### src/rtl/csc_matrix_pipe_if.sv
// Stream and configuration bundle for the 3x3 colour-space converter.
// The master drives pixels and configuration; the slave is the converter.
interface csc_matrix_pipe_if #(
  parameter int DATA_WIDTH = 8,
  parameter int COEF_WIDTH = 12
);
  logic                  cfg_we;
  logic [3:0]            cfg_addr;
  logic [COEF_WIDTH-1:0] cfg_wdata;
  logic [1:0]            mode;

  logic                  in_valid;
  logic                  in_ready;
  logic                  in_last;
  logic [DATA_WIDTH-1:0] in_c0;
  logic [DATA_WIDTH-1:0] in_c1;
  logic [DATA_WIDTH-1:0] in_c2;

  logic                  out_valid;
  logic                  out_ready;
  logic                  out_last;
  logic [DATA_WIDTH-1:0] out_c0;
  logic [DATA_WIDTH-1:0] out_c1;
  logic [DATA_WIDTH-1:0] out_c2;

  modport master (
    output cfg_we, cfg_addr, cfg_wdata, mode,
    output in_valid, in_last, in_c0, in_c1, in_c2,
    output out_ready,
    input  in_ready,
    input  out_valid, out_last, out_c0, out_c1, out_c2
  );

  modport slave (
    input  cfg_we, cfg_addr, cfg_wdata, mode,
    input  in_valid, in_last, in_c0, in_c1, in_c2,
    input  out_ready,
    output in_ready,
    output out_valid, out_last, out_c0, out_c1, out_c2
  );
endinterface

### src/rtl/csc_matrix_pipe.sv
// Four-stage 3x3 colour-space converter: multiply, partial sums, round/shift,
// saturate. Built-in BT.601/BT.709, programmable user matrix, and bypass.
module csc_matrix_pipe #(
  parameter int DATA_WIDTH = 8,
  parameter int COEF_WIDTH = 12,
  parameter int COEF_FRAC  = 10
) (
  input logic              clk,
  input logic              rst,
  csc_matrix_pipe_if.slave bus
);
  localparam int DW = DATA_WIDTH;
  localparam int CW = COEF_WIDTH;
  localparam int OW = DATA_WIDTH + 1;
  localparam int PW = DATA_WIDTH + COEF_WIDTH + 1;
  localparam int AW = PW + 2;

  localparam logic signed [OW-1:0] OFF_MID = OW'(1 << (DW - 1));
  localparam logic signed [AW-1:0] RND     = AW'(1 << (COEF_FRAC - 1));
  localparam logic signed [AW-1:0] SAT_MAX = AW'((1 << DW) - 1);

  // Tables are held at 10 fractional bits and rescaled to COEF_FRAC.
  function automatic int builtin_coef(input logic is_709, input int idx);
    int v;
    int sh;
    case (idx)
      0:       v = is_709 ? 218  : 306;
      1:       v = is_709 ? 732  : 601;
      2:       v = is_709 ? 74   : 117;
      3:       v = is_709 ? -117 : -173;
      4:       v = is_709 ? -395 : -339;
      5:       v = 512;
      6:       v = 512;
      7:       v = is_709 ? -465 : -429;
      default: v = is_709 ? -47  : -83;
    endcase
    sh = COEF_FRAC - 10;
    if (sh >= 0) return v <<< sh;
    return (v + (1 <<< (-sh - 1))) >>> (-sh);
  endfunction

  function automatic logic [DW-1:0] saturate(input logic signed [AW-1:0] v);
    if (v < 0)       return '0;
    if (v > SAT_MAX) return '1;
    return v[DW-1:0];
  endfunction

  logic en;
  logic out_valid_q;

  assign en = !out_valid_q || bus.out_ready;

  // ---------------- user configuration registers ----------------
  logic signed [CW-1:0] k_q [9];
  logic signed [OW-1:0] o_q [3];

  always_ff @(posedge clk) begin
    if (rst) begin
      for (int i = 0; i < 9; i++) k_q[i] <= CW'(builtin_coef(1'b0, i));
      o_q[0] <= '0;
      o_q[1] <= OFF_MID;
      o_q[2] <= OFF_MID;
    end else if (bus.cfg_we) begin
      case (bus.cfg_addr)
        4'd9:    o_q[0] <= bus.cfg_wdata[OW-1:0];
        4'd10:   o_q[1] <= bus.cfg_wdata[OW-1:0];
        4'd11:   o_q[2] <= bus.cfg_wdata[OW-1:0];
        default: if (bus.cfg_addr <= 4'd8) k_q[bus.cfg_addr] <= bus.cfg_wdata;
      endcase
    end
  end

  // ---------------- stage 1: coefficient select and products ----------------
  logic [DW-1:0]        in_c [3];
  logic signed [CW-1:0] coef_sel [9];
  logic signed [OW-1:0] s1_off_d [3];
  logic signed [PW-1:0] s1_prod_d [9];

  assign in_c[0] = bus.in_c0;
  assign in_c[1] = bus.in_c1;
  assign in_c[2] = bus.in_c2;

  always_comb begin
    for (int i = 0; i < 9; i++) begin
      coef_sel[i] = k_q[i];
      if (bus.mode == 2'd0)      coef_sel[i] = CW'(builtin_coef(1'b0, i));
      else if (bus.mode == 2'd1) coef_sel[i] = CW'(builtin_coef(1'b1, i));
      s1_prod_d[i] = PW'($signed({1'b0, in_c[i % 3]})) * PW'(coef_sel[i]);
    end
    for (int r = 0; r < 3; r++) begin
      s1_off_d[r] = o_q[r];
      if (!bus.mode[1]) s1_off_d[r] = (r == 0) ? '0 : OFF_MID;
    end
  end

  logic                 s1_valid_q, s1_byp_q, s1_last_q;
  logic signed [PW-1:0] s1_prod_q [9];
  logic signed [OW-1:0] s1_off_q [3];
  logic [DW-1:0]        s1_raw_q [3];

  // ---------------- stage 2: row partial sums ----------------
  logic signed [AW-1:0] s2_pa_d [3];
  logic signed [AW-1:0] s2_pb_d [3];

  always_comb begin
    for (int r = 0; r < 3; r++) begin
      s2_pa_d[r] = AW'(s1_prod_q[3*r]) + AW'(s1_prod_q[3*r+1]);
      s2_pb_d[r] = AW'(s1_prod_q[3*r+2]) + (AW'(s1_off_q[r]) <<< COEF_FRAC);
    end
  end

  logic                 s2_valid_q, s2_byp_q, s2_last_q;
  logic signed [AW-1:0] s2_pa_q [3];
  logic signed [AW-1:0] s2_pb_q [3];
  logic [DW-1:0]        s2_raw_q [3];

  // ---------------- stage 3: final sum, round-half-up, scale ----------------
  logic signed [AW-1:0] s3_res_d [3];

  always_comb begin
    for (int r = 0; r < 3; r++) begin
      s3_res_d[r] = (s2_pa_q[r] + s2_pb_q[r] + RND) >>> COEF_FRAC;
    end
  end

  logic                 s3_valid_q, s3_byp_q, s3_last_q;
  logic signed [AW-1:0] s3_res_q [3];
  logic [DW-1:0]        s3_raw_q [3];

  // ---------------- stage 4: saturate or bypass ----------------
  logic [DW-1:0] out_c_d [3];

  always_comb begin
    for (int r = 0; r < 3; r++) begin
      out_c_d[r] = s3_byp_q ? s3_raw_q[r] : saturate(s3_res_q[r]);
    end
  end

  logic          out_last_q;
  logic [DW-1:0] out_c_q [3];

  // Control and output registers: cleared by reset, frozen while blocked.
  always_ff @(posedge clk) begin
    if (rst) begin
      s1_valid_q  <= 1'b0;
      s2_valid_q  <= 1'b0;
      s3_valid_q  <= 1'b0;
      out_valid_q <= 1'b0;
      out_last_q  <= 1'b0;
      for (int r = 0; r < 3; r++) out_c_q[r] <= '0;
    end else if (en) begin
      s1_valid_q  <= bus.in_valid;
      s2_valid_q  <= s1_valid_q;
      s3_valid_q  <= s2_valid_q;
      out_valid_q <= s3_valid_q;
      if (s3_valid_q) begin
        out_last_q <= s3_last_q;
        out_c_q    <= out_c_d;
      end
    end
  end

  // Datapath registers need no reset; the valid chain qualifies them.
  always_ff @(posedge clk) begin
    if (en) begin
      s1_prod_q <= s1_prod_d;
      s1_off_q  <= s1_off_d;
      s1_raw_q  <= in_c;
      s1_byp_q  <= (bus.mode == 2'd3);
      s1_last_q <= bus.in_last;

      s2_pa_q   <= s2_pa_d;
      s2_pb_q   <= s2_pb_d;
      s2_raw_q  <= s1_raw_q;
      s2_byp_q  <= s1_byp_q;
      s2_last_q <= s1_last_q;

      s3_res_q  <= s3_res_d;
      s3_raw_q  <= s2_raw_q;
      s3_byp_q  <= s2_byp_q;
      s3_last_q <= s2_last_q;
    end
  end

  assign bus.in_ready  = en;
  assign bus.out_valid = out_valid_q;
  assign bus.out_last  = out_last_q;
  assign bus.out_c0    = out_c_q[0];
  assign bus.out_c1    = out_c_q[1];
  assign bus.out_c2    = out_c_q[2];

endmodule

### src/flat_wrapper.sv
// flat-port wrapper written by rule: the top's interface ports become plain ports
module csc_matrix_pipe_flat 
#(
  parameter int DATA_WIDTH = 8,
  parameter int COEF_WIDTH = 12,
  parameter int COEF_FRAC  = 10
)
  (clk, rst, bus_cfg_we, bus_cfg_addr, bus_cfg_wdata, bus_mode, bus_in_valid, bus_in_last, bus_in_c0, bus_in_c1, bus_in_c2, bus_out_ready, bus_in_ready, bus_out_valid, bus_out_last, bus_out_c0, bus_out_c1, bus_out_c2);
  csc_matrix_pipe_if #(.DATA_WIDTH(DATA_WIDTH), .COEF_WIDTH(COEF_WIDTH)) bus_i ();
  input logic clk;
  input logic rst;
  input wire logic [$bits(bus_i.cfg_we)-1:0] bus_cfg_we;
  input wire logic [$bits(bus_i.cfg_addr)-1:0] bus_cfg_addr;
  input wire logic [$bits(bus_i.cfg_wdata)-1:0] bus_cfg_wdata;
  input wire logic [$bits(bus_i.mode)-1:0] bus_mode;
  input wire logic [$bits(bus_i.in_valid)-1:0] bus_in_valid;
  input wire logic [$bits(bus_i.in_last)-1:0] bus_in_last;
  input wire logic [$bits(bus_i.in_c0)-1:0] bus_in_c0;
  input wire logic [$bits(bus_i.in_c1)-1:0] bus_in_c1;
  input wire logic [$bits(bus_i.in_c2)-1:0] bus_in_c2;
  input wire logic [$bits(bus_i.out_ready)-1:0] bus_out_ready;
  output wire logic [$bits(bus_i.in_ready)-1:0] bus_in_ready;
  output wire logic [$bits(bus_i.out_valid)-1:0] bus_out_valid;
  output wire logic [$bits(bus_i.out_last)-1:0] bus_out_last;
  output wire logic [$bits(bus_i.out_c0)-1:0] bus_out_c0;
  output wire logic [$bits(bus_i.out_c1)-1:0] bus_out_c1;
  output wire logic [$bits(bus_i.out_c2)-1:0] bus_out_c2;
  assign bus_i.cfg_we = bus_cfg_we;
  assign bus_i.cfg_addr = bus_cfg_addr;
  assign bus_i.cfg_wdata = bus_cfg_wdata;
  assign bus_i.mode = bus_mode;
  assign bus_i.in_valid = bus_in_valid;
  assign bus_i.in_last = bus_in_last;
  assign bus_i.in_c0 = bus_in_c0;
  assign bus_i.in_c1 = bus_in_c1;
  assign bus_i.in_c2 = bus_in_c2;
  assign bus_i.out_ready = bus_out_ready;
  assign bus_in_ready = bus_i.in_ready;
  assign bus_out_valid = bus_i.out_valid;
  assign bus_out_last = bus_i.out_last;
  assign bus_out_c0 = bus_i.out_c0;
  assign bus_out_c1 = bus_i.out_c1;
  assign bus_out_c2 = bus_i.out_c2;
  csc_matrix_pipe #(.DATA_WIDTH(DATA_WIDTH), .COEF_WIDTH(COEF_WIDTH), .COEF_FRAC(COEF_FRAC)) u_core (.clk(clk), .rst(rst), .bus(bus_i));
endmodule
### config.mk
export PLATFORM = sky130hd
export DESIGN_NAME = csc_matrix_pipe_flat
export DESIGN_NICKNAME = d
export VERILOG_FILES = /design/src/rtl/csc_matrix_pipe_if.sv /design/src/rtl/csc_matrix_pipe.sv /design/src/flat_wrapper.sv
export SDC_FILE = /design/constraint.sdc
export NUM_CORES = 2
export LEC_CHECK = 0
export ABC_AREA = 1
export ABC_CLOCK_PERIOD_IN_PS = 20000
export CORE_AREA = 2 2 367 442
export DETAILED_ROUTE_END_ITERATION = 12
export DIE_AREA = 0 0 369 444
export HOLD_SLACK_MARGIN = 0.08
export PLACE_DENSITY = 0.59
export SLEW_MARGIN = 10
export SYNTH_ARGS = -nofsm -noshare
export SYNTH_HDL_FRONTEND = slang
export SYNTH_SLANG_ARGS = --single-unit
### constraint.sdc
create_clock -name clk -period 20 [get_ports clk]
set_input_delay 5 -clock clk [delete_from_list [all_inputs] [get_ports clk]]
set_output_delay 5 -clock clk [all_outputs]
set_load 0.1 [all_outputs]
**After elaboration in Yosys (flattened, before gate mapping)**

Memories as Yosys holds them, arrays and structs flattened. A register that Yosys moved wholly into a read port is not among the register bits.
Index checks and enable logic that the tools add are counted.

- Register bits: 473
- Bits in writable memories: 135
- Bits of input ports: 48
- Word-level logic and storage cells: 163
- Memories: 2

- Add/sub/neg operators: 12
- Multipliers: 9
- Order comparisons: 7
- Equality and inequality tests: 5
- Muxes and demuxes: 75
- Bitwise operators: 3
- Reductions and logical operators: 9

Memories:

| memory | words | width | rd ports | clocked after memory_dff | wr ports | line | text |
|---|---|---|---|---|---|---|---|
| u_core.k_q | 9 | 12 | 9 | 0 | 9 | csc_matrix_pipe.sv:54 | `logic signed [CW-1:0] k_q [9];` |
| u_core.o_q | 3 | 9 | 3 | 3 | 3 | csc_matrix_pipe.sv:55 | `logic signed [OW-1:0] o_q [3];` |

Operators by type and width:

| cell | number |
|---|---|
| $mux 12 | 27 |
| $mul 9x12->21 | 9 |
| $mux 8 | 15 |
| $add 23x11->23 const B | 3 |
| $add 23x23->23 | 3 |
| $add 21x19->22 | 3 |
| $add 21x21->22 | 3 |
| $gt 13x9->1 const B | 3 |
| $lt 13x1->1 const B | 3 |
| $mux 1 | 29 |
| $mux 9 | 3 |
| $eq 4x4->1 const B | 3 |
| $reduce_or 12->1 | 1 |
| $le 4x4->1 const B | 1 |
| $logic_not 1->1 | 4 |
| $mux 4 | 1 |
| $or 1x1->1 | 3 |
| $reduce_or 3->1 | 1 |
| $eq 2x1->1 const B | 1 |
| $eq 2x2->1 const B | 1 |
| $logic_not 2->1 | 1 |
| $reduce_and 2->1 | 1 |
| $logic_or 1x1->1 | 1 |

**Depth between registers and ports, before layout**

- Depth after elaboration: 8
- Depth in mapped cells: 26
- Depth with buffers taken out: 25

**Worst setup path before layout**

OpenSTA, ideal clock, no wires.

- Path type: input-to-output
- Start point: input bus_out_ready
- End point: output bus_in_ready
- Arrival: 14,664 ps
- Required time: 15,000 ps
- Path slack: 336 ps
- Cell stages on the path: 2
- Cell sequence: nor2_1 > inv_1

- Word-level cells in the longest chain between the ends: 1

Ends and longest elaborated chain:

| what | line | text |
|---|---|---|
| from (decl) | flat_wrapper.sv:21 | `input wire logic [$bits(bus_i.out_ready)-1:0] bus_out_ready;` |
| $logic_or 1x1->1 | csc_matrix_pipe.sv:51 | `assign en = !out_valid_q \|\| bus.out_ready;` |
| to (decl) | flat_wrapper.sv:22 | `output wire logic [$bits(bus_i.in_ready)-1:0] bus_in_ready;` |

Every way passes these cells.

**Worst setup path after layout**

Same ends and word-level chain as after synthesis.

==> out/metrics.yaml <==
run_status:
  status: "finished clean"
synth:
  synthCells: 7352
  synth_cell_types: 40
  yosys.area.top_type: "edfxtp_1"
  syn_area_per_cell_um2: 8.62
  netlist_area_um2: 63400
  yosysSeqAreaShare_pct: 29.3
  synth.top_cell.area_share_pct: 28.4
  synth_area_leaders: "edfxtp_1, fa_1, ha_1, inv_1, nand2_1"
  synth_nets: 8705
  yosysWarnings: 0
  ys_seq_elements: 629
min_path:
  whs_path_depth: 0
  worst_hold_path.endpoint: "u_core.s2_raw_q[4]$_DFFE_PN_"
  min_path_type: "reg -> reg"
  hold_start: "u_core.s1_raw_q[4]$_DFFE_PN_"
drt:
  drtIter0Drc: 2904
  ant_nets: 0
  drt_wl_total_um: 168000
  route.detailed.drc: 0
  routedWlPerCell_um: 17.4
  firstDrtPassIters: 6
  num_vias: 47800
  detail_route.vias_per_cell: 4.97
timing:
  slew_violations: 0
  finalHoldViolations: 0
  period_needed_ps: 12460
  setup_viol_count_final: 0
  tightest_slew_ps: 1190
  setup_tns_ps: 0
  layout_setup_ws_ps: 7540
  clock_skew_ps: 21.8
  slew_headroom_pct: 20.5
  fin_crit_sh_pct: 62.3
  rsz0062_at_grt: "no"
  fmax_mhz: 80.3
critical_path:
  critPathLaunchType: "input pin"
  path_buf_inv: 3
  arrival_ps: 7460
  crit_family: "buffers and inverters"
  path_common_cell: "clkdlybuf4s50_1"
  reg2reg_depth: 18
  r2r_end: "u_core.s1_prod_q[104]$_DFFE_PN_"
  crit_path_cell_trace: "clkdlybuf4s50_1 -> nor2_1 -> inv_8 -> clkdlybuf4s50_1"
  slowest_delay_ps: 1170
  crit_path_max_fanout: 55
  rr_startpoint: "u_core.k_q[4][11]$_SDFFCE_PN1P_"
  worst_path_max_delay_cell: "clkdlybuf4s50_1"
  rrSetupSlack_ps: 15000
  worstSetupPathType: "in -> out"
  cp-end-kind: "primary output"
  cp.required_ps: 15000
clocking:
  clock_sinks: 629
  cts_post_setup_buffers_inserted: 0
  cts-root-buf: "clkbuf_16"
  htreeDepth: 3
  clock_latency_ps: 690
  numCtsBuffers: 73
  postCtsHoldBufs: 0
  path_clk_slew_ps: 60
  cts_resized: 0
  cts_tree: "done"
  clock_path_buffers: 3
global_routing:
  grt_use_met2_pct: 36.5
  top_usage_layer: "met2"
  use_met1_pct: 25.9
  gr-total-overflow: 0
  grt_use_total_pct: 20.8
  grtUsageMet3_pct: 2.86
  grt_max_degree: 138
  antenna_found_initial: 6
  first_global_vias: 48600
  grt_pass1_wl_um: 265000
place:
  place.gp.congestion: 0.909
  post-place-ws_ps: 7460
  portBuffers: 74
  hpwlAfterDp_um: 135000
floorplan:
  num_rows: 161
  die_height_um: 444
  core_region_area_um2: 160000
  start_util_pct: 39.7
  dieArea_um2: 164000
  die_w_um: 369
  ios: 75
power_and_ir_drop:
  ir_drop_v: 0.0000853
  p_leak_uw: 0.0349
  p_per_area_nw_per_um2: 161
finish:
  final_core_util_pct: 43.3
  area_growth_pct: 9.09
  n_fill_cell: 15900
  drive_gt1_share_pct: 2.76
  layout.nets: 8794
run:
  cap_viol_max_count: 0
report_power, final:
part	internal, uW	switching (uW)	total, uW
logic	2610	4760	7380
clock network	751	601	1350
registers	2230	205	2430
stage by stage:
step	cell area, um2	hold WS (ps)	instances	total power [uW]
2_1_floorplan	63400	400	7352	7810
3_3_place_gp	66800	401	9485	9750
3_5_place_dp	66800	405	9485	9810
4_1_cts	69100	413	9618	11200
5_1_grt	69100	426	9619	12400
6_report	69100	408	9619	11200
flip-flops by register name, summed over array words and instances (netlist names), 8 cells and up:
register and flops:
u_core.s1_prod_q 189, u_core.k_q 108, u_core.s2_pa_q 66, u_core.s2_pb_q 66, u_core.s3_res_q 39, u_core.o_q 27
u_core.s1_off_q 27, u_core.s1_raw_q 24, u_core.s2_raw_q 24, u_core.s3_raw_q 24, u_core.bus.out_c0 8, u_core.bus.out_c1 8
u_core.bus.out_c2 8
cell usage in the layout, fill, tap and decap left out, types with 27 or more instances in the layout:
| cell type | count |
|---|---|
| inv_1 | 1645 |
| dfxtp_1 | 29 |
| ha_1 | 597 |
| clkinv_1 | 29 |
| xor2_1 | 144 |
| o21ai_0 | 231 |
| o21bai_1 | 27 |
| nand2_1 | 1455 |
| buf_4 | 54 |
| nor2_1 | 844 |
| xnor2_1 | 49 |
| clkbuf_16 | 74 |
| a21oi_1 | 374 |
| edfxtp_1 | 600 |
| nand3_1 | 282 |
| clkdlybuf4s50_1 | 73 |
| fa_1 | 708 |
| nand4_1 | 61 |
cell families (layout without fill, tap and decap cells):
family / after synthesis / in the layout / synth area share (%)
compound gates: 710 / 710 / 5.96
xor+xnor: 193 / 193 / 2.67
fa+ha+maj: 1305 / 1305 / 34.1
buf+inv: 1789 / 1936 / 10.6
flops: 629 / 629 / 29.3
other cells: 0 / 1 / 0
simple gates: 2726 / 2726 / 17.3
worst max-delay path by stage:
stage | from | to | cells past startpoint
floorplan | bus_out_ready | bus_in_ready | 2
global placement | bus_out_ready | bus_in_ready | 4
detailed placement | bus_out_ready | bus_in_ready | 4
CTS | bus_out_ready | bus_in_ready | 4
global route | bus_out_ready | bus_in_ready | 4
finish | bus_out_ready | bus_in_ready | 4
final cells by class:
class	count	area, um2	share of cell area, %
multi-input combinational	4934	38100	55.0
sequential	629	18600	26.9
inverter	1674	6290	9.10
tap	2119	2650	3.83
clock buffer	83	1910	2.76
timing repair buffer	129	1160	1.68
clock inverter	50	474	0.686
antenna	1	2.50	0.00362
worst register-to-register path: cells and delay by family (launching register included):
kind,cells,cell delay [ps]
AOI/OAI and AO/OA,2,570
DFF,1,370
and+or+nand+nor,7,1110
adders and majority gates,5,2390
buffers and inverters,4,310
synth_stat cells:
cell	number
inv_1	1648
a21boi_0	17
o21a_1	14
inv_2	3
or2_2	13
o21bai_1	27
nand2_2	4
fa_1	708
a31oi_1	16
nand3b_1	16
nor2_2	3
buf_4	1
nor3_1	26
buf_2	5
clkbuf_1	102
xor2_1	144
o21ai_1	10
a21oi_4	1
a21oi_1	374
nand4_1	61
and3_1	6
nand3_2	2
nor2b_1	1
ha_1	597
xnor2_1	49
o31ai_1	4
nor2_1	845
and2_1	6
nand3_1	282
clkinv_1	23
o21ai_0	232
buf_1	7
o2bb2ai_1	2
nor2_4	1
o211ai_1	3
a21o_1	10
nor4_1	5
dfxtp_1	29
edfxtp_1	600
nand2_1	1455
routing by layer:
metal | vias to the layer above | share of wire [%]
met5 | - | 0
met4 | 0 | 3.3
met3 | 252 | 5.0
met2 | 1056 | 50
met1 | 23400 | 42
li1 | 23100 | -
(Power assumes the default switching activity.)
